--- src/rtl/perf_pkg.sv ---
// Shared definitions for the performance-monitor block: FSM state type,
// default sizing constants, event channel index assignments and a helper
// for the read-select width.
package perf_pkg;

  typedef enum logic [1:0] {
    IDLE = 2'd0,
    RUN  = 2'd1,
    DONE = 2'd2
  } perf_state_t;

  localparam int PERF_NUM_CH = 4;
  localparam int PERF_CNT_W  = 32;

  localparam int CH_STALL = 0;
  localparam int CH_FLUSH = 1;
  localparam int CH_DMISS = 2;
  localparam int CH_DWB   = 3;

  // A single channel still needs a one-bit select.
  function automatic int perf_sel_w(input int num_ch);
    return (num_ch > 1) ? $clog2(num_ch) : 1;
  endfunction

endpackage

--- src/rtl/perf_event_cnt.sv ---
// One event channel: counts increment pulses and raises a sticky overflow flag.
// PERF_SATURATE_EN defined: the counter sticks at all-ones and the flag sets on
// the first event that would pass all-ones. Undefined: the counter wraps to 0
// and the flag sets on the wrap edge.
// cnt_next_o exposes the post-increment value so a snapshot taken on the same
// edge sees this cycle's event.
module perf_event_cnt #(
  parameter int CNT_W = 32
) (
  input  logic             clk_i,
  input  logic             rst_i,
  input  logic             clear_i,
  input  logic             inc_i,
  output logic [CNT_W-1:0] cnt_next_o,
  output logic             ovf_o
);

  localparam logic [CNT_W-1:0] ONE = CNT_W'(1);

  logic [CNT_W-1:0] cnt_q;
  logic [CNT_W-1:0] cnt_next;
  logic             ovf_q;
  logic             ovf_next;

  // Next count and overflow flag for an increment request.
  always_comb begin
    cnt_next = cnt_q;
    ovf_next = ovf_q;
    if (inc_i) begin
`ifdef PERF_SATURATE_EN
      if (cnt_q == '1) begin
        ovf_next = 1'b1;
      end else begin
        cnt_next = cnt_q + ONE;
      end
`else
      cnt_next = cnt_q + ONE;
      if (cnt_q == '1) begin
        ovf_next = 1'b1;
      end
`endif
    end
  end

  // Count and overflow state; reset and clear both return to zero.
  always_ff @(posedge clk_i) begin
    if (!rst_i || clear_i) begin
      cnt_q <= '0;
      ovf_q <= 1'b0;
    end else begin
      cnt_q <= cnt_next;
      ovf_q <= ovf_next;
    end
  end

  assign cnt_next_o = cnt_next;
  assign ovf_o      = ovf_q;

endmodule

--- src/rtl/perf_event_counters.sv ---
// Hardware performance monitor: a saturating cycle counter plus NUM_CH event
// counters, controlled by an IDLE/RUN/DONE FSM with an optional cycle limit.
// A snapshot request copies every channel into shadow registers; the read
// port returns the selected shadow value one cycle later.
// Optional feature macro: PERF_SATURATE_EN (event counters saturate instead
// of wrapping; see perf_event_cnt).
module perf_event_counters
  import perf_pkg::*;
#(
  parameter int NUM_CH = PERF_NUM_CH,
  parameter int CNT_W  = PERF_CNT_W,
  parameter int SEL_W  = perf_sel_w(NUM_CH)
) (
  input  logic              clk_i,
  input  logic              rst_i,
  input  logic              start_i,
  input  logic [NUM_CH-1:0] event_i,
  input  logic [CNT_W-1:0]  limit_i,
  input  logic              clear_i,
  input  logic              snap_req_i,
  output logic              snap_ack_o,
  input  logic [SEL_W-1:0]  rd_sel_i,
  output logic [CNT_W-1:0]  rd_data_o,
  output logic [CNT_W-1:0]  cycle_o,
  output logic              done_o,
  output logic [NUM_CH-1:0] ovf_o
);

  localparam logic [CNT_W-1:0] ONE = CNT_W'(1);

  perf_state_t      state_q;
  logic [CNT_W-1:0] limit_q;
  logic [CNT_W-1:0] cycle_q;
  logic [CNT_W-1:0] cycle_next;
  logic             done_q;
  logic             count_en;

  logic [CNT_W-1:0] cnt_next [NUM_CH];
  logic [CNT_W-1:0] shadow_q [NUM_CH];
  logic             snap_ack_q;
  logic [CNT_W-1:0] rd_mux;
  logic [CNT_W-1:0] rd_data_q;

  // Counting only happens in RUN with the level enable held high; the cycle
  // counter never wraps.
  assign count_en   = (state_q == RUN) && start_i;
  assign cycle_next = (cycle_q == '1) ? cycle_q : (cycle_q + ONE);

  for (genvar k = 0; k < NUM_CH; k++) begin : g_ch
    perf_event_cnt #(
      .CNT_W (CNT_W)
    ) u_cnt (
      .clk_i      (clk_i),
      .rst_i      (rst_i),
      .clear_i    (clear_i),
      .inc_i      (count_en && event_i[k]),
      .cnt_next_o (cnt_next[k]),
      .ovf_o      (ovf_o[k])
    );
  end

  // Run-control FSM with cycle counter, limit latch and registered done flag.
  always_ff @(posedge clk_i) begin
    if (!rst_i || clear_i) begin
      state_q <= IDLE;
      limit_q <= '0;
      cycle_q <= '0;
      done_q  <= 1'b0;
    end else begin
      case (state_q)
        IDLE: begin
          if (start_i) begin
            state_q <= RUN;
            limit_q <= limit_i;
          end
        end
        RUN: begin
          if (start_i) begin
            cycle_q <= cycle_next;
            if ((limit_q != '0) && (cycle_next == limit_q)) begin
              state_q <= DONE;
              done_q  <= 1'b1;
            end
          end
        end
        DONE: begin
          done_q <= 1'b1;
        end
        default: begin
          state_q <= IDLE;
          done_q  <= 1'b0;
        end
      endcase
    end
  end

  // Snapshot capture of post-increment channel values and one-cycle ack.
  always_ff @(posedge clk_i) begin
    if (!rst_i || clear_i) begin
      snap_ack_q <= 1'b0;
      for (int k = 0; k < NUM_CH; k++) begin
        shadow_q[k] <= '0;
      end
    end else begin
      snap_ack_q <= snap_req_i;
      if (snap_req_i) begin
        for (int k = 0; k < NUM_CH; k++) begin
          shadow_q[k] <= cnt_next[k];
        end
      end
    end
  end

  // Select the shadow entry; selects beyond the last channel read as zero.
  always_comb begin
    rd_mux = '0;
    for (int k = 0; k < NUM_CH; k++) begin
      if (rd_sel_i == SEL_W'(k)) begin
        rd_mux = shadow_q[k];
      end
    end
  end

  // Registered read port.
  always_ff @(posedge clk_i) begin
    if (!rst_i || clear_i) begin
      rd_data_q <= '0;
    end else begin
      rd_data_q <= rd_mux;
    end
  end

  assign snap_ack_o = snap_ack_q;
  assign rd_data_o  = rd_data_q;
  assign cycle_o    = cycle_q;
  assign done_o     = done_q;

endmodule
--- config.mk ---
export PLATFORM = sky130hd
export DESIGN_NAME = perf_event_counters
export DESIGN_NICKNAME = d
export VERILOG_FILES = /design/src/rtl/perf_pkg.sv /design/src/rtl/perf_event_cnt.sv /design/src/rtl/perf_event_counters.sv
export SDC_FILE = /design/constraint.sdc
export NUM_CORES = 1
export LEC_CHECK = 0
export ABC_CLOCK_PERIOD_IN_PS = 7300
export CORE_ASPECT_RATIO = 1.25
export CORE_MARGIN = 4
export CORE_UTILIZATION = 60
export CTS_CLUSTER_DIAMETER = 120
export DETAILED_ROUTE_END_ITERATION = 6
export PLACE_DENSITY_LB_ADDON = 0.08
export SLEW_MARGIN = 5
export SYNTH_ARGS = -nofsm -noshare
export SYNTH_HDL_FRONTEND = slang
export SYNTH_HIERARCHICAL = 1
export SYNTH_SLANG_ARGS = --single-unit
--- constraint.sdc ---
create_clock -name clk_i -period 7.3 [get_ports clk_i]
set_input_delay 1.825 -clock clk_i [delete_from_list [all_inputs] [get_ports clk_i]]
set_output_delay 1.825 -clock clk_i [all_outputs]
set_load 0.05 [all_outputs]
==> reports/metrics.yaml, run 1 <==
status:
  outcome: "complete, no violations"
clocking:
  worstSkewPairLatency_ps: 540
  cts_tree: "done"
  cts-root-buf: "clkbuf_16"
  cts_hold_buf: 0
  htreeDepth: 2
  clock_sinks: 360
  cts_setup_buffers: 0
  cts_resized: 0
  clk_path_buf_depth: 3
  clkTransAtPathRegs_ps: 70
  cts_buffers: 37
critical_path:
  critPathArrivalTime_ps: 4730
  crit_chain: "clkdlybuf4s50_1, and3_1, nand4_4, nor4_1, nand4_1, xnor2_1, and3_1"
  critPathMaxStageDelay_ps: 840
  path_class: "in2reg"
  slowest_stage: "nor4_1"
  end_kind: "flip-flop"
  rrSetupSlack_ps: 3360
  path_delay_family: "simple AND/OR/NAND/NOR gates"
  required_ps: 7600
  crit_path_max_fanout: 10
  crit_top_cell: "and3_1"
  cp-start-kind: "input pin"
  path_buf_inv: 1
detailed_routing:
  via_per_inst: 6.12
  drc_errors: 0
  ant_nets: 0
  drt_wl_total_mm: 47.3
  firstDrtPassIters: 5
  avgRoutedWirePerCell_um: 20.9
  via_count: 13800
  drtIter0Drc: 892
placed_design:
  dpl.hpwl_mm: 33.8
  gp_congestion: 0.909
  place_ws_ps: 2420
  io_buffer_count: 112
  place_inst: 2195
grt:
  use_met2: 0.518
  use_met1: 0.331
  grt_pass1_vias: 13500
  grt_start_max_net_pins: 95
  gr-usage-met3: 0.0442
  grt_pass1_wl_mm: 74.4
  grt-ovfl-total: 0
  busiest_layer: "met2"
  antenna_found_initial: 3
  track_usage: 0.287
timing:
  period_needed_ps: 4430
  setup_tns_ps: 0
  setup_viol: 0
  hold_slack_ps: 444
  clock_skew_ps: 24.5
  clock.fmax_mhz: 226
  period_share: 0.607
  maxSlewViolCount: 0
  finalHoldViolations: 0
  tightest_slew_ps: 1160
  rsz0062_at_grt: "no"
  layout_setup_ws_ps: 2870
  relSlewSlack: 0.224
synthesis:
  synth_edf_count: 128
  netlist_area_mm2: 0.0177
  synth_cell_type_count: 73
  netlist_instances: 1785
  yosysWarnings: 6
  ys.flop_type: "dfxtp_1"
  synth-seq-cells: 360
  ys_async_sr_fraction: 0
  syn_area_per_cell_um2: 9.94
  syn_nets: 1836
  ys_seq_area_frac: 0.479
power_and_ir_drop:
  clock_power_share: 0.458
  switching_power_uw: 945
  sw_frac_of_total: 0.219
  combPwrFrac: 0.047
  ir_worst_vdd_mv: 0.164
  seqPwrFrac: 0.495
  power_density_mw_per_mm2: 213
  p_leak_uw: 0.00800
  intPower_uw: 3360
layout:
  fin_nets: 1889
  drive_gt1_frac: 0.0878
  num-fill-cells: 2329
  register_area_mm2: 0.00849
  syn_to_final_growth_pct: 14.0
  multi_input_area_mm2: 0.00863
  stdcell_count: 2264
worst_hold_path:
  worstHoldPathType: "reg2reg"
floorplan:
  dieArea_mm2: 0.0324
  core_mm2: 0.0293
  die_y_um: 200
  rows: 70
  initial_core_util: 0.606
  die_w_um: 162
  io_pins: 113
job:
  cap_violations: 0
final timing paths:
check | startpoint | to | depth (start not counted)
worst max-delay path | start_i | shadow_q[1][23] | 7
worst min-delay path | g_ch[1].u_cnt/ovf_o | g_ch[1].u_cnt/ovf_o | 2
worst max register to register | cycle_o[0] | state_q[0] | 10
worst min register to register | g_ch[1].u_cnt/ovf_o | g_ch[1].u_cnt/ovf_o | 2
kinds of logic (layout without fill, tap and decap cells):
logic type	count (synthesis)	count (layout)	share of synthesized area
and+or+nand+nor	860	860	0.285
DFF	360	360	0.479
AOI/OAI and AO/OA	223	223	0.0754
buffers and inverters	147	229	0.0361
xor gates and xnor gates	126	126	0.0622
muxes	61	61	0.0575
adders and majority gates	8	8	0.00564
other	0	1	0
cell type report:
type | count | share of cell area
diodes | 1 | 0.000124
clock buffers | 47 | 0.0507
clock inverters | 21 | 0.0119
inverters | 37 | 0.00687
multi-input cells | 1278 | 0.427
flip-flops and latches | 360 | 0.420
well taps | 396 | 0.0245
repair buffers | 124 | 0.0594
worst min-delay path, cell delays in order (launching register included):
cell,delay (ps)
dfxtp_1,310
inv_1,50
a21oi_1,50
cells in the final DEF, fill, tap and decap left out, drive strengths merged, types with 22 or more instances in the layout:
master         count
dfxtp            232
and3             147
xor2              37
and2              84
or4               32
nand2            233
inv               38
clkdlybuf4s50    110
mux4              32
nand2b            26
nor4              38
nand4             74
and4              42
o31ai             22
a21oi            111
or3               32
nor2              41
clkbuf            47
nand3             57
mux2i             22
edfxtp           128
xnor2             89
o21ai             51
synthesized netlist by cell type, drive strengths merged, types with 3 or more instances:
| library cell | instances | area (µm²) |
|---|---|---|
| nand2 | 233 | 877 |
| dfxtp | 232 | 4640 |
| and3 | 147 | 920 |
| edfxtp | 128 | 3840 |
| a21oi | 111 | 556 |
| xnor2 | 89 | 780 |
| and2 | 84 | 526 |
| clkbuf | 74 | 280 |
| nand4 | 74 | 576 |
| nand3 | 57 | 295 |
| o21ai | 51 | 259 |
| and4 | 42 | 375 |
| nor2 | 41 | 154 |
| nor4 | 38 | 317 |
| inv | 37 | 139 |
| xor2 | 37 | 324 |
| buf | 36 | 221 |
| mux4 | 32 | 721 |
| or3 | 32 | 200 |
| or4 | 32 | 274 |
| nand2b | 26 | 163 |
| mux2i | 22 | 220 |
| o31ai | 22 | 165 |
| nor3 | 20 | 105 |
| nor2b | 18 | 113 |
| a31o | 8 | 70.1 |
| ha | 8 | 100 |
| mux2 | 7 | 78.8 |
| or4b | 6 | 60.1 |
| a211oi | 5 | 55.1 |
| a31oi | 5 | 37.5 |
| nand4bb | 4 | 45.0 |
| o2111ai | 4 | 41.3 |
| o32ai | 3 | 33.8 |
power groups by stage:
stage               clock, µW  combinational [µW]  sequential, µW
global placement            0                 199            2180
CTS                      2000                 202            2130
finish                   1970                 201            2130
floorplan                   0                 115            2180
detailed placement          0                 202            2180
global route             2090                 216            2130
flip-flops by register name, summed over array words and instances (netlist names):
| name | cells |
|---|---|
| g_ch.u_cnt/ovf_o | 4 |
| limit_q | 32 |
| shadow_q | 128 |
| state_q | 2 |
| cycle_o | 32 |
| done_o | 1 |
| snap_ack_o | 1 |
| rd_data_o | 32 |
| g_ch.u_cnt/cnt_q | 128 |
stage by stage:
stage	utilization	total power, µW	cell area, µm²
2_1_floorplan	-	2290	17700
3_3_place_gp	0.648	2380	19000
3_5_place_dp	0.648	2380	19000
4_1_cts	0.691	4340	20200
5_1_grt	0.691	4440	20200
6_report	0.691	4310	20200
routing by layer:
metal	wire length, µm	vias up
met1	17700	6704
met5	31	-
met2	24900	409
met4	2310	4
li1	-	6634
met3	2380	97
Power figures use the tool's default switching activity.
==> run 2: changes to the inputs <==
--- a/config.mk
+++ b/config.mk
@@ -5,7 +5,7 @@
 export SDC_FILE = /design/constraint.sdc
 export NUM_CORES = 1
 export LEC_CHECK = 0
-export ABC_CLOCK_PERIOD_IN_PS = 7300
+export ABC_CLOCK_PERIOD_IN_PS = 4100
 export CORE_ASPECT_RATIO = 1.25
 export CORE_MARGIN = 4
 export CORE_UTILIZATION = 60
==> constraint.sdc (replaced) <==
create_clock -name clk_i -period 4.1 [get_ports clk_i]
set_input_delay 1.025 -clock clk_i [delete_from_list [all_inputs] [get_ports clk_i]]
set_output_delay 1.025 -clock clk_i [all_outputs]
set_load 0.05 [all_outputs]
==> reports/metrics.yaml, run 2 (synthesis results as in run 1) <==
power_and_ir_drop:
  switching_power_uw: 1730
  combPwrFrac: 0.049
  ir_worst_vdd_mv: 0.391
  intPower_uw: 5890
  p_leak_uw: 0.00823
  power_density_mw_per_mm2: 370
  clock_power_share: 0.452
  seqPwrFrac: 0.499
  sw_frac_of_total: 0.227
floorplan:
  core_mm2: 0.0293
  io_pins: 113
  die_w_um: 162
  die_y_um: 200
  rows: 70
  dieArea_mm2: 0.0324
  initial_core_util: 0.606
timing:
  period_needed_ps: 3750
  maxSlewViolCount: 0
  clock.fmax_mhz: 267
  setup_viol: 0
  period_share: 0.915
  rsz0062_at_grt: "no"
  relSlewSlack: 0.476
  clock_skew_ps: 12.6
  tightest_slew_ps: 783
  finalHoldViolations: 0
  setup_tns_ps: 0
clocking:
  cts_hold_buf: 0
  cts_resized: 0
  worstSkewPairLatency_ps: 530
  cts_buffers: 38
  htreeDepth: 2
  clkTransAtPathRegs_ps: 60
  cts-root-buf: "clkbuf_16"
  cts_setup_buffers: 0
  cts_tree: "done"
  clock_sinks: 360
  clk_path_buf_depth: 3
worst_hold_path:
  worstHoldPathType: "reg2reg"
critical_path:
  crit_top_cell: "o21ai_0"
  path_buf_inv: 0
  path_class: "reg2reg"
  slowest_stage: "or4_1"
  rrSetupSlack_ps: 350
  critPathMaxStageDelay_ps: 810
  crit_path_max_fanout: 11
  cp-start-kind: "flip-flop"
  crit_chain: "ha_1, nand3_2, or4_1, o21ai_0, mux2i_1, o2111ai_1, nor4_1, and4_4, o21ai_0, a21oi_1"
  required_ps: 4560
  critPathArrivalTime_ps: 4210
  end_kind: "flip-flop"
  path_delay_family: "simple AND/OR/NAND/NOR gates"
grt:
  grt-ovfl-total: 0
  antenna_found_initial: 3
  grt_pass1_vias: 13800
  track_usage: 0.292
  grt_start_max_net_pins: 105
  grt_pass1_wl_mm: 75.6
detailed_routing:
  drt_wl_total_mm: 48.2
  firstDrtPassIters: 5
  via_count: 14200
  via_per_inst: 6.15
  avgRoutedWirePerCell_um: 20.9
  drc_errors: 0
  ant_nets: 0
  drtIter0Drc: 964
layout:
  fin_area_mm2: 0.0206
  drive_gt1_frac: 0.110
  reg_top3: "g_ch.u_cnt/cnt_q (128), shadow_q (128)"
  final_cell_mix: "nand2_1 (232), dfxtp_1 (232), and3_1 (147), edfxtp_1 (128), a21oi_1 (111)"
  fin_nets: 1930
  syn_to_final_growth_pct: 15.9
status:
  outcome: "complete, no violations"
placed_design:
  io_buffer_count: 112
  dpl_cell_area_mm2: 0.0193
  gp_congestion: 1.00
  dpl.hpwl_mm: 35.2
job:
  cap_violations: 0
run 2: changes by cell type in the layout (fill, tap and decap cells not counted), sizes merged:
cell      delta
clkinv       -1
bufinv       -4
clkbuf       +2
clkinvlp     -2
inv          +6
buf         +40
run 2: path summary, 6_finish.rpt:
check                 startpoint                   to  depth (start not counted)
min          g_ch[1].u_cnt/ovf_o  g_ch[1].u_cnt/ovf_o                          2
min reg2reg  g_ch[1].u_cnt/ovf_o  g_ch[1].u_cnt/ovf_o                          2
max                   cycle_o[1]           state_q[0]                         10
max reg2reg           cycle_o[1]           state_q[0]                         10
run 2: area by class of cell:
cell class,instances,area (µm²)
fillers,2240,8690
multi-input cells,1278,8630
flip-flops and latches,360,8490
repair buffers,164,1550
clock buffers,49,1110
well taps,396,495
clock inverters,20,153
inverters,37,139
diodes,1,2.50
run 2: power by group through the flow:
stage / clock network (µW) / logic (µW) / registers (µW)
finish: 3440 / 372 / 3800
global route: 3640 / 399 / 3800
CTS: 3500 / 373 / 3800
detailed placement: 0 / 372 / 3880
global placement: 0 / 369 / 3880
floorplan: 0 / 204 / 3880
run 2: stage by stage:
stage | setup slack [ps] | total power [µW] | cells | hold WS (ps) | utilization
after global placement | 325 | 4240 | 2235 | 436 | 0.660
after CTS | 425 | 7670 | 2304 | 455 | 0.703
after floorplan | 739 | 4080 | 1785 | 454 | -
final | 350 | 7620 | 2305 | 452 | 0.703
after detailed placement | 281 | 4250 | 2235 | 446 | 0.660
after global routing | 185 | 7840 | 2304 | 480 | 0.703
run 2: per-layer routing:
layer  vias up  GRT usage  share of wire
met2       450      0.524           0.52
met5         -          0        0.00027
met3       126     0.0418          0.050
li1       6723          -              -
met4         2      0.145          0.056
met1      6876      0.339           0.38
run 2: worst min-delay path, delay by kind of cell (launching register included):
kind / cells / cell delay [ps]
flops: 1 / 310
buf+inv: 1 / 50
compound gates: 1 / 50
==> run 3: changes to the inputs <==
--- a/config.mk
+++ b/config.mk
@@ -5,10 +5,11 @@
 export SDC_FILE = /design/constraint.sdc
 export NUM_CORES = 1
 export LEC_CHECK = 0
-export ABC_CLOCK_PERIOD_IN_PS = 4100
+export ABC_CLOCK_PERIOD_IN_PS = 4500
 export CORE_ASPECT_RATIO = 1.25
 export CORE_MARGIN = 4
-export CORE_UTILIZATION = 60
+export CORE_UTILIZATION = 66
+export CTS_BUF_LIST = sky130_fd_sc_hd__clkbuf_8
 export CTS_CLUSTER_DIAMETER = 120
 export DETAILED_ROUTE_END_ITERATION = 6
 export PLACE_DENSITY_LB_ADDON = 0.08
==> constraint.sdc (replaced) <==
create_clock -name clk_i -period 4.5 [get_ports clk_i]
set_input_delay 1.125 -clock clk_i [delete_from_list [all_inputs] [get_ports clk_i]]
set_output_delay 1.125 -clock clk_i [all_outputs]
set_load 0.05 [all_outputs]
==> reports/metrics.yaml, run 3 (synthesis results as in run 1) <==
timing:
  setup_tns_ps: 0
  finalHoldViolations: 0
  rsz0062_at_grt: "no"
  hold_slack_ps: 447
  setup_viol: 0
  period_share: 0.809
  maxSlewViolCount: 0
  relSlewSlack: 0.260
  clock_skew_ps: 13.3
  tightest_slew_ps: 1110
  period_needed_ps: 3640
  clock.fmax_mhz: 275
power_and_ir_drop:
  clock_power_share: 0.405
  intPower_uw: 4870
  sw_frac_of_total: 0.235
  p_leak_uw: 0.00805
  seqPwrFrac: 0.543
  power_density_mw_per_mm2: 318
  combPwrFrac: 0.052
  switching_power_uw: 1500
  ir_worst_vdd_mv: 0.227
clocking:
  cts-root-buf: "clkbuf_8"
  htreeDepth: 2
  cts_buffers: 55
  cts_tree: "done"
  cts_resized: 0
  cts_setup_buffers: 0
  cts_hold_buf: 0
  clock_sinks: 360
  worstSkewPairLatency_ps: 600
  clkTransAtPathRegs_ps: 60
  clk_path_buf_depth: 3
detailed_routing:
  via_count: 14300
  firstDrtPassIters: 5
  via_per_inst: 6.35
  drc_errors: 0
  avgRoutedWirePerCell_um: 21.1
  ant_nets: 0
  drtIter0Drc: 1070
  drt_wl_total_mm: 47.4
critical_path:
  crit_path_max_fanout: 9
  critPathArrivalTime_ps: 4080
  end_kind: "flip-flop"
  required_ps: 4940
  critPathMaxStageDelay_ps: 780
  slowest_stage: "or4_1"
  path_class: "reg2reg"
  cp-start-kind: "flip-flop"
  crit_chain: "ha_1, nand3_2, or4_1, o21ai_0, mux2i_1, o2111ai_1, nor4_1, and4_4, or3_1, a21oi_1"
floorplan:
  initial_core_util: 0.675
  dieArea_mm2: 0.0296
  io_pins: 113
  die_y_um: 191
  core_mm2: 0.0263
  die_w_um: 155
  rows: 66
status:
  outcome: "complete, no violations"
layout:
  fin_nets: 1917
  fin_area_mm2: 0.0200
  syn_to_final_growth_pct: 13.0
  final_cell_mix: "nand2_1 (232), dfxtp_1 (232), and3_1 (147), edfxtp_1 (128), a21oi_1 (111)"
  drive_gt1_frac: 0.0981
  reg_top3: "g_ch.u_cnt/cnt_q (128), shadow_q (128)"
grt:
  grt_pass1_vias: 13800
  track_usage: 0.319
  antenna_found_initial: 0
  grt_pass1_wl_mm: 74.6
  grt-ovfl-total: 0
  grt_start_max_net_pins: 164
job:
  cap_violations: 0
placed_design:
  dpl.hpwl_mm: 34.1
  dpl_cell_area_mm2: 0.0190
  gp_congestion: 1.07
  io_buffer_count: 112
worst_hold_path:
  worstHoldPathType: "reg2reg"
run 3: changes by cell type in the layout (fill, tap and decap cells not counted):
cell / previous run / this run
clkinv_4: 3 / 0
inv_1: 37 / 59
clkinv_1: 2 / 4
clkbuf_16: 41 / 0
inv_4: 4 / 0
buf_4: 48 / 19
inv_6: 3 / 0
clkbuf_1: 3 / 0
buf_12: 4 / 3
diode_2: 1 / 2
clkbuf_8: 5 / 63
clkinv_2: 6 / 7
run 3: worst paths after layout:
path	start	to	slack, ps	cells after the start
min reg2reg	g_ch[0].u_cnt/ovf_o	g_ch[0].u_cnt/ovf_o	450	2
max reg2reg	cycle_o[0]	state_q[0]	860	10
max	cycle_o[0]	state_q[0]	860	10
min	g_ch[0].u_cnt/ovf_o	g_ch[0].u_cnt/ovf_o	450	2
run 3: per-stage QoR:
step                power, µW  worst slack [ps]  cells  utilization
detailed placement       3860               566   2149        0.723
global placement         3850               597   2149        0.723
CTS                      6400               935   2247        0.763
floorplan                3720              1040   1785            -
finish                   6370               860   2249        0.763
global route             6580               646   2247        0.763
run 3: layout make-up:
class,count,area [µm²]
Tap cell,340,425
Inverter,37,139
Clock inverter,35,170
Antenna cell,2,5.00
Timing Repair Buffer,134,1310
Sequential cell,360,8490
Multi-Input combinational cell,1278,8630
Fill cell,1850,6230
Clock buffer,63,867
run 3: worst max-delay path: cells and delay by family (launching register included):
family                     cells  cell delay, ps
muxes                          1             300
adders and majority gates      1             390
and+or+nand+nor                5            1780
AOI/OAI and AO/OA              3             520
DFF                            1             510
run 3: metal layers:
layer,track usage,share of wire,wire (µm),vias up
li1,-,-,-,6696
met1,0.354,0.36,17000,6839
met2,0.575,0.51,24100,596
met3,0.0555,0.068,3210,154
met4,0.181,0.065,3070,0
met5,0,0,0,-
run 3: power groups by stage:
stage	logic, µW	clock network (µW)	registers [µW]
after global placement	322	0	3530
after global routing	353	2760	3460
after CTS	327	2610	3460
after detailed placement	327	0	3530
final	328	2580	3460
after floorplan	186	0	3530
